===== config.mk =====
export PLATFORM = sky130hd
export DESIGN_NAME = vga_mode_controller
export DESIGN_NICKNAME = d
export VERILOG_FILES = /design/src/rtl/vga_mode_pkg.sv /design/src/rtl/vga_eof_detect.sv /design/src/rtl/vga_mode_controller.sv
export SDC_FILE = /design/constraint.sdc
export NUM_CORES = 1
export LEC_CHECK = 0
export ABC_AREA = 1
export CAP_MARGIN = 20
export CELL_PAD_IN_SITES_DETAIL_PLACEMENT = 0
export CELL_PAD_IN_SITES_GLOBAL_PLACEMENT = 1
export CORE_UTILIZATION = 30
export CTS_CLUSTER_DIAMETER = 150
export DETAILED_ROUTE_END_ITERATION = 6
export GPL_TIMING_DRIVEN = 0
export PLACE_DENSITY_LB_ADDON = 0.1
export SYNTH_ARGS = -nofsm -noshare
export SYNTH_HDL_FRONTEND = slang
export SYNTH_SLANG_ARGS = --single-unit

===== constraint.sdc =====
create_clock -name clk -period 4 [get_ports clk]
set_clock_uncertainty 0.05 [all_clocks]
set_input_delay 0.4 -clock clk [delete_from_list [all_inputs] [get_ports clk]]
set_output_delay 0.4 -clock clk [all_outputs]
set_load 0.005 [all_outputs]

===== src/rtl/vga_mode_pkg.sv =====
// Shared types and per-mode timing tables for the VGA mode controller.
// Table index is the 2-bit mode id.
package vga_mode_pkg;

    typedef enum logic [1:0] {
        MODE_640X480  = 2'd0,
        MODE_800X600  = 2'd1,
        MODE_1024X768 = 2'd2,
        MODE_1280X960 = 2'd3
    } mode_t;

    typedef enum logic [1:0] {
        GEN_RST  = 2'd0,
        SETTLE   = 2'd1,
        RUN      = 2'd2,
        WAIT_EOF = 2'd3
    } state_t;

    localparam int MODE_WIDTH  [4] = '{640, 800, 1024, 1280};
    localparam int MODE_HEIGHT [4] = '{480, 600, 768, 960};

    // Last h/v counter value of a frame (total minus one).
    localparam logic [11:0] MODE_LINE   [4] = '{12'd799, 12'd1055, 12'd1343, 12'd1711};
    localparam logic [11:0] MODE_SCREEN [4] = '{12'd524, 12'd627, 12'd805, 12'd993};

endpackage


===== src/rtl/vga_eof_detect.sv =====
// End-of-frame decode: high while the generator sits on the last pixel of the active mode.
// Purely combinational, no backpressure.
module vga_eof_detect
    import vga_mode_pkg::*;
(
    input  mode_t       mode,
    input  logic [11:0] h_count,
    input  logic [11:0] v_count,
    output logic        eof
);

    assign eof = (h_count == MODE_LINE[mode]) && (v_count == MODE_SCREEN[mode]);

endmodule


===== src/rtl/vga_mode_controller.sv =====
// Sequences VGA mode changes: wait for frame end, reset the generator, settle, then relock.
// Requests are accepted only in RUN (ready); optional watchdog under VGA_MODE_TIMEOUT_EN.
module vga_mode_controller
    import vga_mode_pkg::*;
#(
    parameter int RESET_CYCLES   = 4,
    parameter int SETTLE_FRAMES  = 2,
    parameter int TIMEOUT_CYCLES = 2_000_000
) (
    input  logic               clk,
    input  logic               reset,
    input  logic               mode_req_valid,
    input  logic [2:0]         mode_req_id,
    output logic               mode_req_ready,
    input  logic [11:0]        gen_h_count,
    input  logic [11:0]        gen_v_count,
    output logic               gen_reset,
    output logic signed [31:0] width,
    output logic signed [31:0] height,
    output logic               video_enable,
    output logic               mode_locked,
    output logic [1:0]         cur_mode,
    output logic               req_err,
    output logic               timeout_err
);

    if (RESET_CYCLES < 1 || RESET_CYCLES > 15) begin : g_bad_reset_cycles
        $error("RESET_CYCLES out of range 1..15");
    end
    if (SETTLE_FRAMES < 1 || SETTLE_FRAMES > 7) begin : g_bad_settle_frames
        $error("SETTLE_FRAMES out of range 1..7");
    end
    if (TIMEOUT_CYCLES < 1) begin : g_bad_timeout_cycles
        $error("TIMEOUT_CYCLES must be positive");
    end

    state_t      state, state_nxt;
    mode_t       cur_q, cur_nxt;
    mode_t       pend_q, pend_nxt;
    logic signed [31:0] width_nxt, height_nxt;
    logic [3:0]  rst_cnt, rst_cnt_nxt;
    logic [2:0]  frm_cnt, frm_cnt_nxt;
    logic        req_err_nxt;
    logic        load_new;
    logic        eof;

`ifdef VGA_MODE_TIMEOUT_EN
    localparam int TO_W = $clog2(TIMEOUT_CYCLES + 1);
    logic [TO_W-1:0] to_cnt, to_cnt_nxt;
    logic            to_err_q, to_err_nxt;
`endif

    vga_eof_detect u_eof (
        .mode    (cur_q),
        .h_count (gen_h_count),
        .v_count (gen_v_count),
        .eof     (eof)
    );

    always_comb begin
        state_nxt   = state;
        cur_nxt     = cur_q;
        pend_nxt    = pend_q;
        width_nxt   = width;
        height_nxt  = height;
        rst_cnt_nxt = rst_cnt;
        frm_cnt_nxt = frm_cnt;
        req_err_nxt = 1'b0;
        load_new    = 1'b0;
`ifdef VGA_MODE_TIMEOUT_EN
        to_cnt_nxt  = to_cnt;
        to_err_nxt  = 1'b0;
`endif
        case (state)
            GEN_RST: begin
                if (rst_cnt == 4'(RESET_CYCLES - 1)) begin
                    state_nxt   = SETTLE;
                    rst_cnt_nxt = '0;
                end else begin
                    rst_cnt_nxt = rst_cnt + 4'd1;
                end
            end
            SETTLE: begin
                if (eof) begin
                    if (frm_cnt == 3'(SETTLE_FRAMES - 1)) begin
                        state_nxt   = RUN;
                        frm_cnt_nxt = '0;
                    end else begin
                        frm_cnt_nxt = frm_cnt + 3'd1;
                    end
                end
            end
            RUN: begin
                if (mode_req_valid) begin
                    if (mode_req_id[2]) begin
                        req_err_nxt = 1'b1;
                    end else if (mode_req_id[1:0] != cur_q) begin
                        pend_nxt  = mode_t'(mode_req_id[1:0]);
                        state_nxt = WAIT_EOF;
                    end
                end
            end
            WAIT_EOF: begin
`ifdef VGA_MODE_TIMEOUT_EN
                if (eof) begin
                    load_new = 1'b1;
                end else if (to_cnt == TO_W'(TIMEOUT_CYCLES - 1)) begin
                    load_new   = 1'b1;
                    to_err_nxt = 1'b1;
                end else begin
                    to_cnt_nxt = to_cnt + 1'b1;
                end
`else
                load_new = eof;
`endif
                // New geometry is loaded on the same edge gen_reset rises.
                if (load_new) begin
                    state_nxt   = GEN_RST;
                    cur_nxt     = pend_q;
                    width_nxt   = MODE_WIDTH[pend_q];
                    height_nxt  = MODE_HEIGHT[pend_q];
                    rst_cnt_nxt = '0;
`ifdef VGA_MODE_TIMEOUT_EN
                    to_cnt_nxt  = '0;
`endif
                end
            end
            default: state_nxt = GEN_RST;
        endcase
    end

    always_ff @(posedge clk or posedge reset) begin
        if (reset) begin
            state   <= GEN_RST;
            cur_q   <= MODE_640X480;
            pend_q  <= MODE_640X480;
            width   <= 32'sd640;
            height  <= 32'sd480;
            rst_cnt <= '0;
            frm_cnt <= '0;
            req_err <= 1'b0;
        end else begin
            state   <= state_nxt;
            cur_q   <= cur_nxt;
            pend_q  <= pend_nxt;
            width   <= width_nxt;
            height  <= height_nxt;
            rst_cnt <= rst_cnt_nxt;
            frm_cnt <= frm_cnt_nxt;
            req_err <= req_err_nxt;
        end
    end

`ifdef VGA_MODE_TIMEOUT_EN
    always_ff @(posedge clk or posedge reset) begin
        if (reset) begin
            to_cnt   <= '0;
            to_err_q <= 1'b0;
        end else begin
            to_cnt   <= to_cnt_nxt;
            to_err_q <= to_err_nxt;
        end
    end
    assign timeout_err = to_err_q;
`else
    assign timeout_err = 1'b0;
`endif

    // Status outputs decode straight from the registered state.
    assign mode_req_ready = (state == RUN);
    assign video_enable   = (state == RUN);
    assign mode_locked    = (state == RUN);
    assign gen_reset      = (state == GEN_RST);
    assign cur_mode       = cur_q;

endmodule


==> flow_metrics.tcl, run 1 <==
set metrics [dict create \
    worst_pin_slew_ps 799 \
    yosysSeqAreaShare 0.248 \
    yosys.area_share.xor_xnor 0.0449 \
    vias 1821 \
    cts_tree "built" \
    critPathArrivalTime_ps 2380 \
    ff2ff_setup_slack_ps 1730 \
    min_delay_path_depth 2 \
    fin_setup_tns_ps 0 \
    std_cell_rows 30 \
    n_fill_cell 742 \
    status "finished clean" \
    chipWidth_um 86.6 \
    ctsResizeCount 0 \
    wl_mm 4.39 \
    vias_per_cell 3.64 \
    htreeDepth 1 \
    grt_usage 0.120 \
    synth-simple-area-share 0.282 \
    synth_top_family_by_area "buffers and inverters" \
    path_clk_slew_ps 80 \
    stdcell_area_um2 2990 \
    drt_iter0_markers 29 \
    synth_cell_types 24 \
    max_slew_margin 0.467 \
    cap_violations 0 \
    dr.pass1.iters 4 \
    syn_to_final_growth_pct 39.2 \
    dp_hpwl_mm 3.62 \
    synthMuxAreaShare 0 \
    drive_gt1_frac 0.235 \
    rsz0062_at_grt "false" \
    antenna_cells 0 \
    hp-start "width[9]" \
    grt_pass1_vias 1595 \
    start_util 0.313 \
    period_minus_slack_ps 2270 \
    die-area_um2 7500 \
    worstHoldEndpoint "width[9]" \
    hold_viol_final 0 \
    synth_top_flop_cell "dfrtp_1" \
    ir_drop_mv 0.118 \
    yosysWarnings 0 \
    core_area_um2 6870 \
    place_area_um2 2940 \
    ios 102 \
    grt_pass1_wl_mm 7.09 \
    holdWs_ps 417 \
    r2r-end "frm_cnt[2]" \
    syn_area_um2 2150 \
    fin_crit_sh 0.568 \
    fmax_mhz 440 \
    remaining_drc_errors 0 \
    synth_seq_cells 21 \
    wl_per_cell_um 8.78 \
    post-cts-setup-buffers 0 \
    antenna_found_initial 0 \
    port_buffers 48 \
    required_ps 4110 \
    place_congestion 0.756 \
    layout.nets 450 \
    grt_max_degree 22 \
    crit-reg2reg-launch "cur_mode[1]" \
    endpoint_kind "register" \
    total_power_w 0.000472 \
    synth_fa_ha_area_frac 0.0874 \
    startpoint_type "register" \
    setup_viol 0 \
    clockBufferDepth 2 \
    avgSynthCellArea_um2 7.16 \
    synth_cells 300 \
    async_flop_share 1.00 \
    clkSinkCount 21 \
    power_leakage_nw 1.60 \
    hold_buffers 0 \
    cellPowerDensity_nw_per_um2 158 \
    final_util 0.435 \
    cp_max_fo 10 \
    cts_buffers 3 \
    synth-compound-area-share 0.0513 \
    overflow 0 \
    worstRegToRegCells 13 \
    slew_violations 0 \
    hold_path_class "register to register" \
    clk_latency_ps 270 \
    root_buffer "clkbuf_8" \
    die_h_um 86.6 \
    crit_type "register to register" \
    synth_edf_count 0 \
    antenna_left 0 \
]
-- through the flow --
step / cells / setup slack, ps
global route: 500 / 1460
global placement: 496 / 1720
finish: 500 / 1730
detailed placement: 496 / 1720
CTS: 500 / 1700
floorplan: 352 / 2120
-- metal layers --
metal,share of wire,up-vias,GRT usage
li1,-,1007,-
met1,0.48,757,0.161
met2,0.45,52,0.197
met3,0.054,5,0.0162
met4,0.013,0,0.0409
met5,0,-,0
-- kinds of logic after synthesis --
| group | count (synthesis) |
|---|---|
| compound gates | 16 |
| xor+xnor | 11 |
| fa+ha+maj | 15 |
| buf+inv | 97 |
| flops | 21 |
| other cells | 1 |
| simple gates | 139 |
-- critical path, stage by stage (launching register included) --
cell	delay (ps)
dfrtp_1	640
inv_2	140
ha_1	220
buf_6	140
inv_2	80
nand2_1	80
nand2_1	80
nand2_1	60
nor3_1	140
nand2_1	120
nor2_4	190
nand2_1	120
nand2_1	70
nand2_1	40
-- synth_stat cells (2+ instances only) --
cell type	count	share of area
nand2_1	83	0.15
buf_4	60	0.21
inv_1	32	0.056
nand3_1	19	0.044
nor2_1	18	0.031
dfrtp_1	16	0.19
ha_1	15	0.087
o21ai_2	8	0.033
o21ai_0	7	0.016
xnor2_1	7	0.029
nand2_2	6	0.017
dfstp_2	5	0.061
xor2_1	4	0.016
buf_6	3	0.016
nand3b_1	3	0.010
or2_2	3	0.0087
inv_2	2	0.0035
nor2_2	2	0.0058
nor3_1	2	0.0047
-- sequential cells by signal, summed over array words and instances, names as in the netlist --
name      count
rst_cnt       4
cur_mode      2
height        4
width         3
pend_q        2
req_err       1
state         2
frm_cnt       3
-- how the worst max path moves through the flow --
stage                start     endpoint  slack (ps)  cells after the start
2_1_floorplan  cur_mode[0]  cur_mode[1]        2120                     12
3_3_place_gp   cur_mode[1]   frm_cnt[2]        1720                     13
3_5_place_dp   cur_mode[1]   frm_cnt[2]        1720                     13
4_1_cts        cur_mode[1]   frm_cnt[2]        1700                     13
5_1_grt        cur_mode[0]   frm_cnt[1]        1460                     13
6_report       cur_mode[1]   frm_cnt[2]        1730                     13
-- where the power goes --
part / switching [W] / total [W] / leakage, nW / internal, W
logic: 0.0000463 / 0.000115 / 1.32 / 0.0000689
registers: 0.000000748 / 0.000214 / 0.262 / 0.000213
clock network: 0.0000728 / 0.000142 / 0.0255 / 0.0000696
total: 0.000120 / 0.000472 / 1.60 / 0.000352
-- area by class of cell --
cell class	count	area, µm²	share of cell area
Buffer	63	484	0.162
Inverter	34	128	0.0427
Sequential cell	21	532	0.178
Clock inverter	1	5.00	0.00167
Tap cell	96	120	0.0402
Clock buffer	3	41.3	0.0138
Timing Repair Buffer	48	480	0.161
Multi-Input combinational cell	234	1200	0.401
-- cell usage in the layout (no fill, tap or decap), types with 2 or more instances in the layout --
master	instances
xor2_1	4
buf_4	60
nand3b_1	3
nand2_2	6
conb_1	53
buf_6	3
xnor2_1	7
or2_2	3
nor3_1	2
dfrtp_1	16
o21ai_2	8
clkdlybuf4s50_1	48
o21ai_0	7
clkbuf_8	3
nand3_1	19
nand2_1	83
inv_2	2
dfstp_2	5
nor2_1	18
ha_1	15
nor2_2	2
inv_1	32
Note: power is estimated with default switching activity, not from simulation.
==> run 2: changes to the inputs <==
Settings changed: CORE_UTILIZATION 30 to 26.
Clock period 4 ns to 2 ns, I/O delays scaled along.
==> flow_metrics.tcl, run 2 (synthesized netlist as in run 1, its figures left out) <==
set metrics [dict create \
    vias 1883 \
    vias_per_cell 3.64 \
    cts_tree "built" \
    chipWidth_um 92.9 \
    period_minus_slack_ps 1920 \
    cp_max_fo 8 \
    cap_violations 0 \
    wl_mm 4.85 \
    endpoint_kind "register" \
    dr.pass1.iters 4 \
    htreeDepth 1 \
    fmax_mhz 522 \
    ios 102 \
    grtUsageMet3 0.0148 \
    hold_viol_final 0 \
    clockBufferDepth 2 \
    startpoint_type "register" \
    hold_buffers 0 \
    worst_pin_slew_ps 850 \
    grt_pass1_wl_mm 7.65 \
    fin_ws_ps 84.2 \
    crit_type "register to register" \
    cellPowerDensity_nw_per_um2 294 \
    holdWs_ps 350 \
    dp_hpwl_mm 3.72 \
    overflow 0 \
    layout.nets 462 \
    met1_usage 0.140 \
    status "finished clean" \
    critPathArrivalTime_ps 2020 \
    max_slew_margin 0.433 \
    clkSinkCount 21 \
    ir_drop_mv 0.176 \
    dp_slack_ps -319 \
    gr-max-usage-layer "met2" \
    grt_usage 0.111 \
    required_ps 2100 \
    cp_cell_sequence "inv_2 -> ha_4 -> buf_8 -> inv_6 -> nand2_2 -> nand2_1 -> nor2_1 -> nand2_1 -> nor2_4 -> nand4_4 -> buf_8 -> nand2_2 -> o21ai_2" \
    std_cell_rows 32 \
    path_clk_slew_ps 90 \
    clk_latency_ps 260 \
    antenna_cells 0 \
    die_h_um 92.9 \
    grt_max_degree 22 \
    die-area_um2 8630 \
    stdcell_area_um2 3240 \
    port_buffers 48 \
    layout.cells.most_common_list "76 x nand2_1, 68 x buf_4, 53 x conb_1, 48 x clkdlybuf4s50_1, 31 x inv_1" \
    place_congestion 0.760 \
    grt_pass1_vias 1689 \
    reg.largest.list "height x4, rst_cnt x4" \
    antenna_left 0 \
    slew_violations 0 \
    antenna_found_initial 0 \
    remaining_drc_errors 0 \
    rsz0062_at_grt "true" \
    drive_gt1_frac 0.310 \
    final_common_cell "nand2_1" \
    cpLargestDelayFamily "simple AND/OR/NAND/NOR gates" \
    power_leakage_nw 1.68 \
    drt_iter0_markers 24 \
    core_area_um2 7850 \
    root_buffer "clkbuf_8" \
    hold_path_class "primary input to async pin" \
    cpPeakStageDelay_ps 450 \
    place_area_um2 2950 \
    fin_setup_tns_ps 0 \
    cts_buffers 3 \
    syn_to_final_growth_pct 51.0 \
    start_util 0.274 \
    wl_per_cell_um 9.36 \
    slowest_stage "dfrtp_2" \
    path_buf_inv 4 \
    fin_crit_sh 0.958 \
    setup_viol 0 \
    grtUsageMet2 0.197 \
    n_fill_cell 841 \
]
[run 2: where the power goes]
| group | switching, W | total [W] | internal (W) | leakage [nW] |
|---|---|---|---|---|
| Combinational | 0.0000972 | 0.000236 | 0.000139 | 1.40 |
| Clock | 0.000148 | 0.000289 | 0.000141 | 0.0217 |
| Sequential | 0.00000147 | 0.000428 | 0.000427 | 0.258 |
[run 2: what timing repair did]
action / CTS / global route
gates resized for setup: 2 / 37
gates cloned: 0 / 2
pin swaps: 0 / 11
buffers inserted: 4 / 6
setup endpoints to repair: 18 / 20
[run 2: area by class of cell]
type | instances | area (µm²) | area share
Clock inverter | 1 | 7.51 | 0.00232
Multi-Input combinational cell | 234 | 1310 | 0.403
Sequential cell | 21 | 534 | 0.165
Timing Repair Buffer | 60 | 599 | 0.185
Inverter | 34 | 135 | 0.0417
Tap cell | 102 | 128 | 0.0394
Buffer | 63 | 492 | 0.152
Clock buffer | 3 | 41.3 | 0.0127
[run 2: stage by stage]
stage / power (W) / instances / utilization
after floorplan: 0.000587 / 352 / -
after global placement: 0.000666 / 502 / 0.376
after detailed placement: 0.000665 / 502 / 0.376
after CTS: 0.000961 / 510 / 0.386
after global routing: 0.00102 / 518 / 0.413
final: 0.000953 / 518 / 0.413
[run 2: worst paths after layout]
kind / to / slack, ps / startpoint / cells after the start
worst min register to register: width[9] / 420 / width[9] / 2
worst max register to register: cur_mode[1] / 80 / cur_mode[0] / 13
min in group clk: width[9] / 420 / width[9] / 2
max in group asynchronous: cur_mode[1] / 970 / reset / 2
worst min-delay path: height[9] / 350 / reset / 2
worst max-delay path: cur_mode[1] / 80 / cur_mode[0] / 13
[run 2: metal layers]
metal / vias to the layer above / wire, µm
met3: 2 / 280
li1: 1037 / -
met1: 793 / 2210
met4: 0 / 33
met5: - / 0
met2: 51 / 2330
==> run 3: changes to the inputs <==
Settings changed: SKIP_LAST_GASP set to 1.
==> flow_metrics.tcl, run 3 (synthesized netlist as in run 1, its figures left out) <==
set metrics [dict create \
    fmax_mhz 522 \
    crit_type "register to register" \
    start_util 0.274 \
    rsz0062_at_grt "true" \
    layout.nets 462 \
    switching_power_w 0.000246 \
    cap_violations 0 \
    fin_setup_tns_ps 0 \
    antenna_left 0 \
    p_comb_frac 0.247 \
    layout.cells.most_common_list "76 x nand2_1, 68 x buf_4, 53 x conb_1, 48 x clkdlybuf4s50_1, 31 x inv_1" \
    std_cell_rows 32 \
    worstRegToRegCells 13 \
    critPathArrivalTime_ps 2020 \
    grt_max_degree 22 \
    antenna_found_initial 0 \
    htreeDepth 1 \
    remaining_drc_errors 0 \
    wl_per_cell_um 9.36 \
    overflow 0 \
    die_h_um 92.9 \
    ios 102 \
    syn_to_final_growth_pct 50.6 \
    cellPowerDensity_nw_per_um2 294 \
    chipWidth_um 92.9 \
    antenna_cells 0 \
    worst_pin_slew_ps 850 \
    vias_per_cell 3.64 \
    max_slew_margin 0.433 \
    wl_mm 4.85 \
    vias 1887 \
    core_area_um2 7850 \
    startpoint_type "register" \
    power.share.clock 0.303 \
    cts_buffers 3 \
    place_congestion 0.760 \
    regArea_um2 534 \
    power_switching_share 0.258 \
    drive_gt1_frac 0.308 \
    cts_tree "built" \
    grt_pass1_vias 1689 \
    final_common_cell "nand2_1" \
    n_fill_cell 841 \
    port_buffers 48 \
    grt_usage 0.111 \
    hold_path_class "primary input to async pin" \
    multiInputGateArea_um2 1300 \
    required_ps 2100 \
    power.share.sequential 0.450 \
    clockBufferDepth 2 \
    fin_crit_sh 0.958 \
    hold_viol_final 0 \
    period_minus_slack_ps 1920 \
    path_clk_slew_ps 90 \
    clkSinkCount 21 \
    ff2ff_setup_slack_ps 80 \
    p_int_w 0.000706 \
    grt_pass1_wl_mm 7.65 \
    status "finished clean" \
    dp.cells 502 \
    reg.largest.list "height x4, rst_cnt x4" \
    ir_drop_mv 0.176 \
    die-area_um2 8630 \
    dp_hpwl_mm 3.72 \
    endpoint_kind "register" \
    holdWs_ps 350 \
    setup_viol 0 \
    drt_iter0_markers 26 \
    root_buffer "clkbuf_8" \
    cp_max_fo 8 \
    dr.pass1.iters 4 \
    clk_latency_ps 260 \
    power_leakage_nw 1.67 \
    slew_violations 0 \
    instances_no_fill 518 \
]
==> run 3: cell types whose count changed in the layout (fill, tap and decap cells not counted) <==
cell | before | now
xnor2_2 | 1 | 0
xnor2_1 | 6 | 7
==> run 3: per-stage QoR <==
stage	util	cell area [µm²]	power (W)	setup slack, ps
after floorplan	-	2340	0.000587	117
after global placement	0.376	2950	0.000666	-318
after detailed placement	0.376	2950	0.000665	-319
after CTS	0.386	3030	0.000961	8.28
after global routing	0.412	3230	0.00102	-33.8
final	0.412	3230	0.000952	84.1
==> run 3: power groups by stage <==
stage / Sequential (W) / Clock (W) / Combinational, W
after floorplan: 0.000436 / 0 / 0.000151
after global placement: 0.000436 / 0 / 0.000229
after detailed placement: 0.000436 / 0 / 0.000229
after CTS: 0.000428 / 0.000302 / 0.000230
after global routing: 0.000429 / 0.000322 / 0.000265
final: 0.000428 / 0.000288 / 0.000235
==> run 3: path summary, 6_finish.rpt <==
check | from | endpoint
max | cur_mode[0] | cur_mode[1]
min | reset | height[9]
max reg2reg | cur_mode[0] | cur_mode[1]
min reg2reg | width[9] | width[9]
max in group asynchronous | reset | cur_mode[1]
min in group clk | width[9] | width[9]
==> run 3: area by class of cell <==
type,count,share of cell area
sequential,21,0.165
clock buffer,3,0.0128
clock inverter,1,0.00232
multi-input combinational,234,0.401
timing repair buffer,60,0.185
inverter,34,0.0418
buffer,63,0.152
tap,102,0.0395
==> run 3: critical path, stage by stage (launching register included) <==
cell,delay [ps]
dfrtp_2,450
inv_2,80
ha_4,130
buf_8,120
inv_6,40
nand2_2,60
nand2_1,50
nor2_1,120
nand2_1,100
nor2_4,150
nand4_4,170
buf_8,190
nand2_2,50
o21ai_2,40
==> run 3: layer usage <==
metal | global-route usage | part of all wire | vias up
li1 | - | - | 1038
met1 | 0.140 | 0.45 | 794
met2 | 0.197 | 0.48 | 53
met3 | 0.0148 | 0.059 | 2
met4 | 0.0308 | 0.0068 | 0
met5 | 0 | 0 | -
==> run 3: what timing repair did <==
action / CTS / global route
gates resized for setup: 2 / 36
setup endpoints to repair: 18 / 20
pin swaps: 0 / 10
hold buffers: 0 / 0
setup buffers: 4 / 6
gates cloned: 0 / 2
